[src/rtl/cpu_pkg.sv]
// cpu_pkg: shared word width, PC step, fetch FSM encoding and PC alignment helper
package cpu_pkg;
    localparam int WORD_W = 32;
    localparam logic [WORD_W-1:0] PC_STEP = 32'd4;
    localparam logic [1:0] ST_IDLE    = 2'd0;
    localparam logic [1:0] ST_WAIT    = 2'd1;
    localparam logic [1:0] ST_DISCARD = 2'd2;
    function automatic logic [WORD_W-1:0] word_align(input logic [WORD_W-1:0] a);
        return a & ~WORD_W'(3);
    endfunction
endpackage

[src/rtl/fetch_fifo.sv]
// fetch_fifo: synchronous FIFO with wrap-around pointers and flush
// Ports: clk/rst (async active-high), i_push/i_data write, i_pop read,
//        i_flush empties the queue, o_head is the head entry, o_count the fill level.
module fetch_fifo #(
    parameter int WIDTH = 64,
    parameter int DEPTH = 4
) (
    input  logic                     clk,
    input  logic                     rst,
    input  logic                     i_push,
    input  logic                     i_pop,
    input  logic                     i_flush,
    input  logic [WIDTH-1:0]         i_data,
    output logic [WIDTH-1:0]         o_head,
    output logic [$clog2(DEPTH):0]   o_count
);
    localparam int AW = $clog2(DEPTH);
    localparam int CW = AW + 1;
    logic [WIDTH-1:0] r_mem [DEPTH];
    logic [AW-1:0]    r_wp, r_rp;
    logic [CW-1:0]    r_cnt;
    logic             w_push, w_pop;
    assign w_push  = i_push & (r_cnt != CW'(DEPTH));
    assign w_pop   = i_pop & (r_cnt != '0);
    assign o_head  = r_mem[r_rp];
    assign o_count = r_cnt;
    always_ff @(posedge clk or posedge rst) begin
        if (rst) begin
            r_wp  <= '0;
            r_rp  <= '0;
            r_cnt <= '0;
            for (int i = 0; i < DEPTH; i++) r_mem[i] <= '0;
        end else if (i_flush) begin
            r_wp  <= '0;
            r_rp  <= '0;
            r_cnt <= '0;
        end else begin
            if (w_push) begin
                r_mem[r_wp] <= i_data;
                r_wp        <= r_wp + AW'(1);
            end
            if (w_pop) r_rp <= r_rp + AW'(1);
            r_cnt <= r_cnt + CW'(w_push) - CW'(w_pop);
        end
    end
endmodule

[src/rtl/instr_fetch_queue.sv]
// instr_fetch_queue: PC owner issuing imem reads and buffering {pc,instr} for decode
// Ports: clock/reset (async active-high); imem_req/imem_addr/imem_ack/imem_rdata
//        memory handshake; redirect/redirect_pc restart fetch; out_valid/out_ready/
//        out_instr/out_pc decode handshake; fill_count FIFO occupancy.
module instr_fetch_queue
    import cpu_pkg::*;
#(
    parameter int                DEPTH    = 4,
    parameter logic [WORD_W-1:0] RESET_PC = '0
) (
    input  logic                   clock,
    input  logic                   reset,
    output logic                   imem_req,
    output logic [WORD_W-1:0]      imem_addr,
    input  logic                   imem_ack,
    input  logic [WORD_W-1:0]      imem_rdata,
    input  logic                   redirect,
    input  logic [WORD_W-1:0]      redirect_pc,
    output logic                   out_valid,
    input  logic                   out_ready,
    output logic [WORD_W-1:0]      out_instr,
    output logic [WORD_W-1:0]      out_pc,
    output logic [$clog2(DEPTH):0] fill_count
);
    localparam int CW = $clog2(DEPTH) + 1;
    logic [1:0]          r_state;
    logic                r_req;
    logic [WORD_W-1:0]   r_addr, r_pc;
    logic                w_pop, w_push, w_credit;
    logic [2*WORD_W-1:0] w_head;
    assign imem_req  = r_req;
    assign imem_addr = r_addr;
    assign out_valid = fill_count != '0;
    assign out_pc    = w_head[2*WORD_W-1:WORD_W];
    assign out_instr = w_head[WORD_W-1:0];
    assign w_pop     = out_valid & out_ready & ~redirect;
    // Only data for a live (non-discarded) request is queued; redirect wins over push.
    assign w_push    = (r_state == ST_WAIT) & imem_ack & ~redirect;
    // A new request needs a free slot once this cycle's pop is accounted for.
    assign w_credit  = (fill_count - CW'(w_pop)) < CW'(DEPTH);
    fetch_fifo #(.WIDTH(2 * WORD_W), .DEPTH(DEPTH)) u_fifo (
        .clk     (clock),
        .rst     (reset),
        .i_push  (w_push),
        .i_pop   (w_pop),
        .i_flush (redirect),
        .i_data  ({r_addr, imem_rdata}),
        .o_head  (w_head),
        .o_count (fill_count)
    );
    always_ff @(posedge clock or posedge reset) begin
        if (reset) begin
            r_state <= ST_IDLE;
            r_req   <= 1'b0;
            r_addr  <= RESET_PC;
            r_pc    <= RESET_PC;
        end else begin
            if (redirect) r_pc <= word_align(redirect_pc);
            else if (w_push) r_pc <= r_pc + PC_STEP;
            case (r_state)
                ST_IDLE: if (!redirect && w_credit) begin
                    r_state <= ST_WAIT;
                    r_req   <= 1'b1;
                    r_addr  <= r_pc;
                end
                // An outstanding request cannot be withdrawn; a redirect only marks its data stale.
                ST_WAIT: if (imem_ack) begin
                    r_state <= ST_IDLE;
                    r_req   <= 1'b0;
                end else if (redirect) r_state <= ST_DISCARD;
                ST_DISCARD: if (imem_ack) begin
                    r_state <= ST_IDLE;
                    r_req   <= 1'b0;
                end
                default: r_state <= ST_IDLE;
            endcase
        end
    end
endmodule

[config.mk]
export PLATFORM = sky130hd
export DESIGN_NAME = instr_fetch_queue
export DESIGN_NICKNAME = d
export VERILOG_FILES = /design/src/rtl/cpu_pkg.sv /design/src/rtl/fetch_fifo.sv /design/src/rtl/instr_fetch_queue.sv
export SDC_FILE = /design/constraint.sdc
export NUM_CORES = 1
export LEC_CHECK = 0
export ABC_AREA = 1
export CAP_MARGIN = 20
export CORE_MARGIN = 2
export CORE_UTILIZATION = 35
export DETAILED_ROUTE_END_ITERATION = 8
export PLACE_DENSITY = 0.58
export SLEW_MARGIN = 0
export SYNTH_ARGS = -nofsm -noshare
export SYNTH_HDL_FRONTEND = slang
export SYNTH_HIERARCHICAL = 1
export SYNTH_SLANG_ARGS = --single-unit
[constraint.sdc]
create_clock -name clock -period 10.37 [get_ports clock]
set_input_delay 3.111 -clock clock [delete_from_list [all_inputs] [get_ports clock]]
set_output_delay 3.111 -clock clock [all_outputs]
set_load 0.01 [all_outputs]
# Word-level counts from Yosys, hierarchy flattened

Cells that the tools add are included.

Word-level logic and storage cells: 72
Bits of input ports: 69
Register bits after elaboration: 330
Output and inout port bits: 101

Equality and inequality tests: 7
Multiplexer cells: 21
Reductions and logical operators: 14
Add/subtract/negate cells: 6
Magnitude comparators: 4
Bitwise gates (word level): 9

Operators with widths:

| cell                                               | count |
|---|---|
| bitwise mux 256 bit                                | 1 |
| two-way mux 64 bit                                 | 3 |
| binary-select mux 64 bit (select 2 bit)            | 1 |
| demux 64 bit (select 2 bit)                        | 1 |
| two-way mux 32 bit                                 | 2 |
| adder 32 x 3 -> 32 bit, second input constant      | 1 |
| two-way mux 2 bit                                  | 8 |
| nonzero test 2 bit                                 | 4 |
| bitwise AND 1 bit                                  | 6 |
| >= comparator 3 bit, second input constant         | 2 |
| inequality test 3 bit, second input constant       | 2 |
| inverter 2 -> 3 bit                                | 2 |
| case mux 2 bit (3 select lines)                    | 1 |
| AND reduction 3 bit                                | 2 |
| subtractor 3 x 1 -> 3 bit                          | 2 |
| adder 2 x 1 -> 2 bit, second input constant        | 2 |
| inequality test 2 bit, second input constant       | 2 |
| AND reduction 2 bit                                | 2 |
| adder 3 x 1 -> 3 bit                               | 1 |
| < comparator 3 x 1 -> 1 bit, second input constant | 1 |
| < comparator 3 bit, second input constant          | 1 |
| two-way mux 3 bit                                  | 1 |
| nonzero test 3 bit                                 | 1 |
| == test 2 x 1 -> 1 bit, second input constant      | 1 |
| 9 further kinds                                    | 11 |

# Depth between registers and ports, before layout

Gate-level depths: netlist of run 1.

Word-level depth: 8
Gate-level depth with buffers: 17
Gate-level depth less buffers: 14

# By module

Netlist of run 1, hierarchy kept.

By module, submodules not included:

| module            | seq. area each (um2) | instances | cells each | area an instance (um2) |
|---|---|---|---|---|
| fetch_fifo        | 6581.3               | 1         | 1554       | 12625.9 |
| instr_fetch_queue | 1576.5               | 1         | 493        | 3567.2 |

# Least setup slack after synthesis of run 1

OpenSTA, ideal clock, no wires.

Path kind: input to register
Start point: input redirect
End point: register u_fifo.r_cnt[2] (netlist: u_fifo/o_count[2])
Data required time: 10.253 ns
Path slack: 5.131 ns
Stages on the path: 14
Buffers on the path: 4
Arrival time: 5.122 ns
Path through: inv_2 buf_4 nand2_2 inv_1 buf_2 buf_2 inv_2 a21oi_4 buf_1 ha_1 inv_1 fa_1 nor2_1 nor2_1

Word-level cells in the longest chain between the ends: 6
Elaborated cells between the ends (all ways): 8

Ends and longest elaborated chain:

| what                            | line                    | source |
|---|---|---|
| from (decl)                     | instr_fetch_queue.sv:17 | `input logic redirect,` |
| inverter 1 bit (no source line) | n/a                     |  |
| bitwise AND 1 bit               | instr_fetch_queue.sv:38 | `assign w_push = (r_state == ST_WAIT) & imem_ack & ~redirect;` |
| via w_push                      | instr_fetch_queue.sv:29 | `logic w_pop, w_push, w_credit;` |
| bitwise AND 1 bit               | fetch_fifo.sv:23        | `assign w_push = i_push & (r_cnt != CW'(DEPTH));` |
| adder 3 x 1 -> 3 bit            | fetch_fifo.sv:43        | `r_cnt <= r_cnt + CW'(w_push) - CW'(w_pop);` |
| subtractor 3 x 1 -> 3 bit       | fetch_fifo.sv:43        |  |
| two-way mux 3 bit               | fetch_fifo.sv:33        | `end else if (i_flush) begin` |
| to (signal assigned)            | fetch_fifo.sv:43        |  |
| to (decl)                       | fetch_fifo.sv:21        | `logic [CW-1:0] r_cnt;` |

The timed path passes the listed nets, and every way through them passes these cells.
A chain may end at the register's enable or synchronous reset.

# Final worst setup path of run 1

Start point: register u_fifo.r_rp[0]
End point: output out_pc[22]

Word-level cells in the longest chain between the ends: 4

Ends and longest elaborated chain:

| what                                                   | line                    | source |
|---|---|---|
| from (decl)                                            | fetch_fifo.sv:20        | `logic [AW-1:0] r_wp, r_rp;` |
| from (signal assigned)                                 | fetch_fifo.sv:42        | `if (w_pop) r_rp <= r_rp + AW'(1);` |
| inverter 2 -> 3 bit (not written as such)              | fetch_fifo.sv:25        | `assign o_head = r_mem[r_rp];` |
| binary-select mux 64 bit (select 2 bit)                | fetch_fifo.sv:25        |  |
| two-way mux 64 bit (not written as such) (2 in series) | fetch_fifo.sv:25        |  |
| to (decl)                                              | instr_fetch_queue.sv:22 | `output logic [WORD_W-1:0] out_pc,` |

Every way passes these cells. The select of a mux whose other input is x is not followed.

==> results.py, run 1 <==
metrics = {
    "timing": {
        "finalCritPeriodShare_pct": 69.6,
        "finalCriticalPeriod_ns": 7.22,
        "relSlewSlack_pct": 25.0,
        "fin_ws_ns": 3.15,
        "clock-skew-final_ns": 0.0121,
        "rsz0062_at_grt": "false",
        "finalHoldViolations": 0,
        "tightest_slew_ns": 1.13,
        "max_freq_ghz": 0.139,
        "tns_ns": 0,
        "setup_viol": 0,
        "slew_viol_final": 0,
    },
    "layout": {
        "layout_common_cells": "nand2_1, dfrtp_1, nand4_1",
        "nets": 2198,
        "n_fill_cell": 4612,
        "area_growth_pct": 19.9,
        "stdcell_count": 2746,
        "drive_gt1_share_pct": 5.73,
        "n_antenna_cell": 0,
        "area.sequential_sq_mm": 0.00817,
        "final_common_cell": "nand2_1",
        "multi_input_area_sq_mm": 0.00713,
    },
    "placement": {
        "dp_slack_ns": 3.38,
        "portBuffers": 165,
        "dp_hpwl_um": 29300,
        "gp_congestion": 0.864,
        "dp_cells": 2675,
    },
    "die": {
        "die_h_um": 219,
        "pin_count": 170,
        "core_sq_mm": 0.0455,
        "die-area_sq_mm": 0.0480,
        "die_w_um": 219,
        "start_util_pct": 35.6,
        "row_count": 78,
    },
    "cts": {
        "clock_path_buffers": 3,
        "clock-root-buffer": "clkbuf_16",
        "cts.repair.resized": 0,
        "cts_setup_buffers": 0,
        "ctsHoldBuffers": 0,
        "cts_tree": "done",
        "cts_sinks": 326,
        "cts.clk_slew.worst_paths_ns": 0.06,
        "htree_levels": 2,
        "numCtsBuffers": 40,
        "worstSkewPairLatency_ns": 0.54,
    },
    "yosys": {
        "synthTopCellsByArea": "dfrtp_1, nand2_1, nand4_1, o21ai_0, nor2_1",
        "syn_inst": 2047,
        "synth_top_area_cell": "dfrtp_1",
        "synth_cell_type_count": 36,
        "synth_top_area_share_pct": 50.4,
        "synthesis.area_sq_mm": 0.0162,
        "yosys_warnings": 6,
        "synth_seq_cells": 326,
        "synth_area_per_cell_sq_um": 7.91,
        "seq_area_frac_synth_pct": 50.4,
    },
    "route": {
        "first_pass_iters": 6,
        "drc_errors": 0,
        "drt_iter0_markers": 1472,
        "viasPerCell": 5.45,
        "vias": 15000,
        "ant_nets": 0,
        "wl_per_cell_um": 19.6,
        "wl_um": 53700,
    },
    "worst_setup_path": {
        "rrSetupSlack_ns": 6.54,
        "slowest_stage": "clkinv_2",
        "crit_type": "register to output port",
        "cp-end-kind": "output port",
        "crit_fanout": 69,
        "startpoint_type": "register",
        "r2r_start": "r_state[1]",
        "cp.required_ns": 7.26,
        "crit_family": "buffers and inverters",
        "cp_num_cells": 5,
        "cp_cell_sequence": "clkinv_2 > buf_4 > o21ai_0 > o22ai_1 > clkdlybuf4s50_1",
        "r2r_end": "u_fifo/r_mem[15]",
        "cp_data_arrival_time_ns": 4.11,
        "cp.buffers_inverters": 3,
        "cpPeakStageDelay_ns": 0.90,
        "worstRegToRegCells": 13,
    },
    "global_route": {
        "grt_pass1_wl_um": 83800,
        "grt.total_usage_pct": 22.3,
        "grt_max_degree": 178,
        "overflow": 0,
        "grt_pass1_vias": 14500,
        "antenna_found_initial": 0,
    },
    "status": {
        "status": "complete, no violations",
    },
    "hold_path": {
        "worstHoldEndpoint": "u_fifo/r_mem[190]",
        "hp-start": "u_fifo/r_mem[190]",
        "min_path_cells": 2,
        "min_path_type": "register to register",
    },
    "power": {
        "power_density_mw_per_mm2": 234,
        "ir_drop_mv": 0.125,
        "power.total_uw": 4540,
        "total_leakage_power_uw": 0.00963,
    },
    "job": {
        "cap_violations": 0,
    },
}
## state kept, by name, indices dropped and copies added (netlist names)
name,flops
r_state,2
u_fifo/r_wp,2
imem_addr,30
u_fifo/o_count,3
imem_req,1
r_pc,30
u_fifo/r_mem,256
u_fifo/r_rp,2
## metal layers
layer | part of all wire [%] | up-vias | wire length, um | global-route usage, %
met5 | 0 | - | 0 | 0
met4 | 2.2 | 0 | 1190 | 6.19
met3 | 5.5 | 82 | 2930 | 3.19
met2 | 46 | 528 | 24900 | 35.3
met1 | 46 | 7314 | 24700 | 31.8
li1 | - | 7043 | - | -
## through the flow
stage | hold slack (ns) | utilization, % | cell area (sq um)
after global routing | 0.486 | 42.7 | 19400
after global placement | 0.458 | 39.8 | 18100
after detailed placement | 0.461 | 39.8 | 18100
final | 0.473 | 42.7 | 19400
after CTS | 0.476 | 42.6 | 19400
after floorplan | 0.444 | - | 16200
## report_power, final
group	internal (uW)	switching (uW)
Sequential	1560	288
Clock	823	556
Combinational	593	720
## cell type report
class,instances,share of cell area (%)
Clock buffer,57,5.96
Sequential cell,326,42.1
Inverter,61,1.25
Tap cell,600,3.87
Clock inverter,13,0.619
Timing Repair Buffer,186,9.49
Multi-Input combinational cell,1503,36.7
## logic make-up (layout without fill, tap and decap cells)
kind of cell,Yosys count,after routing,synth area share (%)
adder cells (fa/ha/maj),11,11,0.896
AO/OA/AOI/OAI,248,248,8.35
buffers and inverters,227,317,6.07
flip-flops,326,326,50.4
other,1,10,0.0232
AND/OR/NAND/NOR,1219,1219,33.3
multiplexers,6,6,0.440
XOR/XNOR,9,9,0.487
## worst register-to-register path: stages (launching register included)
cell	delay [ns]
dfrtp_1	0.40
inv_1	0.10
ha_1	0.20
nand2_1	0.17
inv_1	0.14
nand2_2	0.11
inv_1	0.19
buf_4	0.38
inv_2	0.11
a21oi_4	0.16
buf_12	0.56
buf_4	0.92
nand4_1	0.23
nand2_1	0.10
## synth_stat cells (all sizes together)
library cell  count
nand3            39
nand2           718
ha               10
mux2              6
nor3              4
o21bai            1
xor2              9
dfrtp           326
a31oi             1
o211ai            6
fa                1
buf              97
inv              61
conb              1
o22ai            65
a21oi             4
nand4           262
o21ai           171
clkbuf           69
nor2            196
## how the worst max path moves through the flow
stage,startpoint,end,slack (ns)
floorplan,reset,u_fifo/o_count[0],0.02
global placement,redirect,u_fifo/r_mem[84],3.43
detailed placement,redirect,u_fifo/r_mem[69],3.38
CTS,u_fifo/r_rp[0],out_pc[22],3.20
global route,u_fifo/r_rp[0],out_pc[22],2.99
finish,u_fifo/r_rp[0],out_pc[22],3.15
(Power assumes the default switching activity.)
==> run 2: changes to the inputs <==
==> constraint.sdc (replaced) <==
create_clock -name clock -period 5.8 [get_ports clock]
set_input_delay 1.74 -clock clock [delete_from_list [all_inputs] [get_ports clock]]
set_output_delay 1.74 -clock clock [all_outputs]
set_load 0.01 [all_outputs]
==> run 2 against run 1 <==
Compared with the run above: combinational power is 80% higher; sequential share of layout area hardly changed; die area stayed put; worst hold slack better by 0.0029 ns; largest cell class unchanged; critical path depth stayed put; wire length is 0.79% higher; global-route usage is 0.36 points higher; clock skew is 0.0037 ns higher; non-clock buffer count is 8 higher; via count is 1.2% higher.
==> results.py, run 2 (synthesis results as in run 1) <==
metrics = {
    "power": {
        "ir_drop_mv": 0.232,
        "total_leakage_power_uw": 0.00964,
        "power_density_mw_per_mm2": 411,
    },
    "worst_setup_path": {
        "crit_type": "register to output port",
        "rrSetupSlack_ns": 2.57,
        "cp.required_ns": 4.06,
        "cp_data_arrival_time_ns": 3.11,
        "r2r_end": "u_fifo/r_mem[193]",
        "crit_fanout": 63,
        "r2r_start": "r_state[1]",
        "cp-end-kind": "output port",
        "startpoint_type": "register",
        "worstRegToRegCells": 11,
    },
    "die": {
        "pin_count": 170,
        "row_count": 78,
        "die_h_um": 219,
        "core_sq_mm": 0.0455,
        "start_util_pct": 35.6,
        "die-area_sq_mm": 0.0480,
        "die_w_um": 219,
    },
    "timing": {
        "rsz0062_at_grt": "false",
        "slew_viol_final": 0,
        "setup_viol": 0,
        "finalHoldViolations": 0,
        "relSlewSlack_pct": 11.7,
        "max_freq_ghz": 0.206,
        "clock-skew-final_ns": 0.0159,
        "tns_ns": 0,
        "finalCritPeriodShare_pct": 83.6,
        "finalCriticalPeriod_ns": 4.85,
        "tightest_slew_ns": 1.32,
    },
    "job": {
        "cap_violations": 0,
    },
    "cts": {
        "cts.repair.resized": 0,
        "worstSkewPairLatency_ns": 0.56,
        "htree_levels": 2,
        "cts_setup_buffers": 0,
        "cts.clk_slew.worst_paths_ns": 0.06,
        "cts_sinks": 326,
        "ctsHoldBuffers": 0,
        "numCtsBuffers": 38,
        "clock-root-buffer": "clkbuf_16",
        "clock_path_buffers": 3,
        "cts_tree": "done",
    },
    "layout": {
        "largest_reg_flops": 256,
        "stdcell_count": 2754,
        "drive_gt1_share_pct": 5.86,
        "area_growth_pct": 20.0,
        "final_common_cell": "nand2_1",
        "layout_common_cells": "nand2_1, dfrtp_1, nand4_1",
        "nets": 2204,
        "regMostFlops": "u_fifo/r_mem",
    },
    "route": {
        "wl_um": 54100,
        "wl_per_cell_um": 19.7,
        "drt_iter0_markers": 1663,
        "ant_nets": 0,
        "drc_errors": 0,
        "vias": 15100,
        "viasPerCell": 5.50,
        "first_pass_iters": 5,
    },
    "global_route": {
        "grt_max_degree": 258,
        "grt.total_usage_pct": 22.6,
        "overflow": 0,
        "grt_pass1_vias": 14500,
        "antenna_found_initial": 2,
        "grt_pass1_wl_um": 84800,
    },
    "placement": {
        "gp_congestion": 0.917,
        "dp_cells": 2683,
        "dp_hpwl_um": 30600,
        "portBuffers": 165,
    },
    "status": {
        "status": "complete, no violations",
    },
    "hold_path": {
        "min_path_type": "register to register",
        "min_path_cells": 2,
        "worstHoldEndpoint": "u_fifo/r_mem[174]",
        "hp-start": "u_fifo/r_mem[174]",
    },
}
run 2: power breakdown:
group | total, uW | switching [uW] | internal (uW)
registers | 3290 | 513 | 2780
clock network | 2320 | 970 | 1350
logic | 2360 | 1300 | 1060
total | 7980 | 2780 | 5200
run 2: metal layers:
metal  part of all wire, %  vias up  routed length [um]  track usage (%)
met1                    45     7502               24400             32.0
li1                      -     7041                   -                -
met5                 0.024        -                  13                0
met3                   6.3       66                3410             3.92
met4                   2.1        2                1140             5.81
met2                    47      536               25200             35.9
run 2: layout make-up:
class / instances / area, sq um
repair buffers: 194 / 1940
fillers: 4619 / 26100
inverters: 61 / 239
diodes: 2 / 5.00
clock inverters: 8 / 46.3
clock buffers: 60 / 1140
multi-input cells: 1503 / 7130
well taps: 600 / 751
flip-flops and latches: 326 / 8160
run 2: worst max path at each step:
stage,start,end,slack [ns],depth (start not counted)
finish,u_fifo/r_rp[0],out_pc[24],0.95,5
detailed placement,imem_ack,u_fifo/r_mem[119],1.08,10
global route,u_fifo/r_rp[0],out_pc[24],0.78,5
floorplan,reset,u_fifo/o_count[0],0.59,1
global placement,imem_ack,u_fifo/r_wp[0],1.11,11
CTS,u_fifo/r_rp[0],out_pc[24],0.96,5
run 2: worst max-delay path: stages, from the launching register on:
cell and delay (ns):
dfrtp_4 0.68, clkinv_2 0.10, buf_4 0.58, o21ai_0 0.16, o22ai_1 0.37, clkdlybuf4s50_1 0.63
run 2: through the flow:
| stage | hold WS, ns | worst slack (ns) | power [uW] | instance area, sq um | util (%) |
|---|---|---|---|---|---|
| floorplan | 0.444 | 0.590 | 4440 | 16200 | - |
| global placement | 0.457 | 1.11 | 5640 | 18200 | 40.0 |
| detailed placement | 0.461 | 1.08 | 5680 | 18200 | 40.0 |
| CTS | 0.476 | 0.956 | 8030 | 19400 | 42.7 |
| global route | 0.487 | 0.781 | 8440 | 19400 | 42.7 |
| finish | 0.476 | 0.954 | 7980 | 19400 | 42.7 |
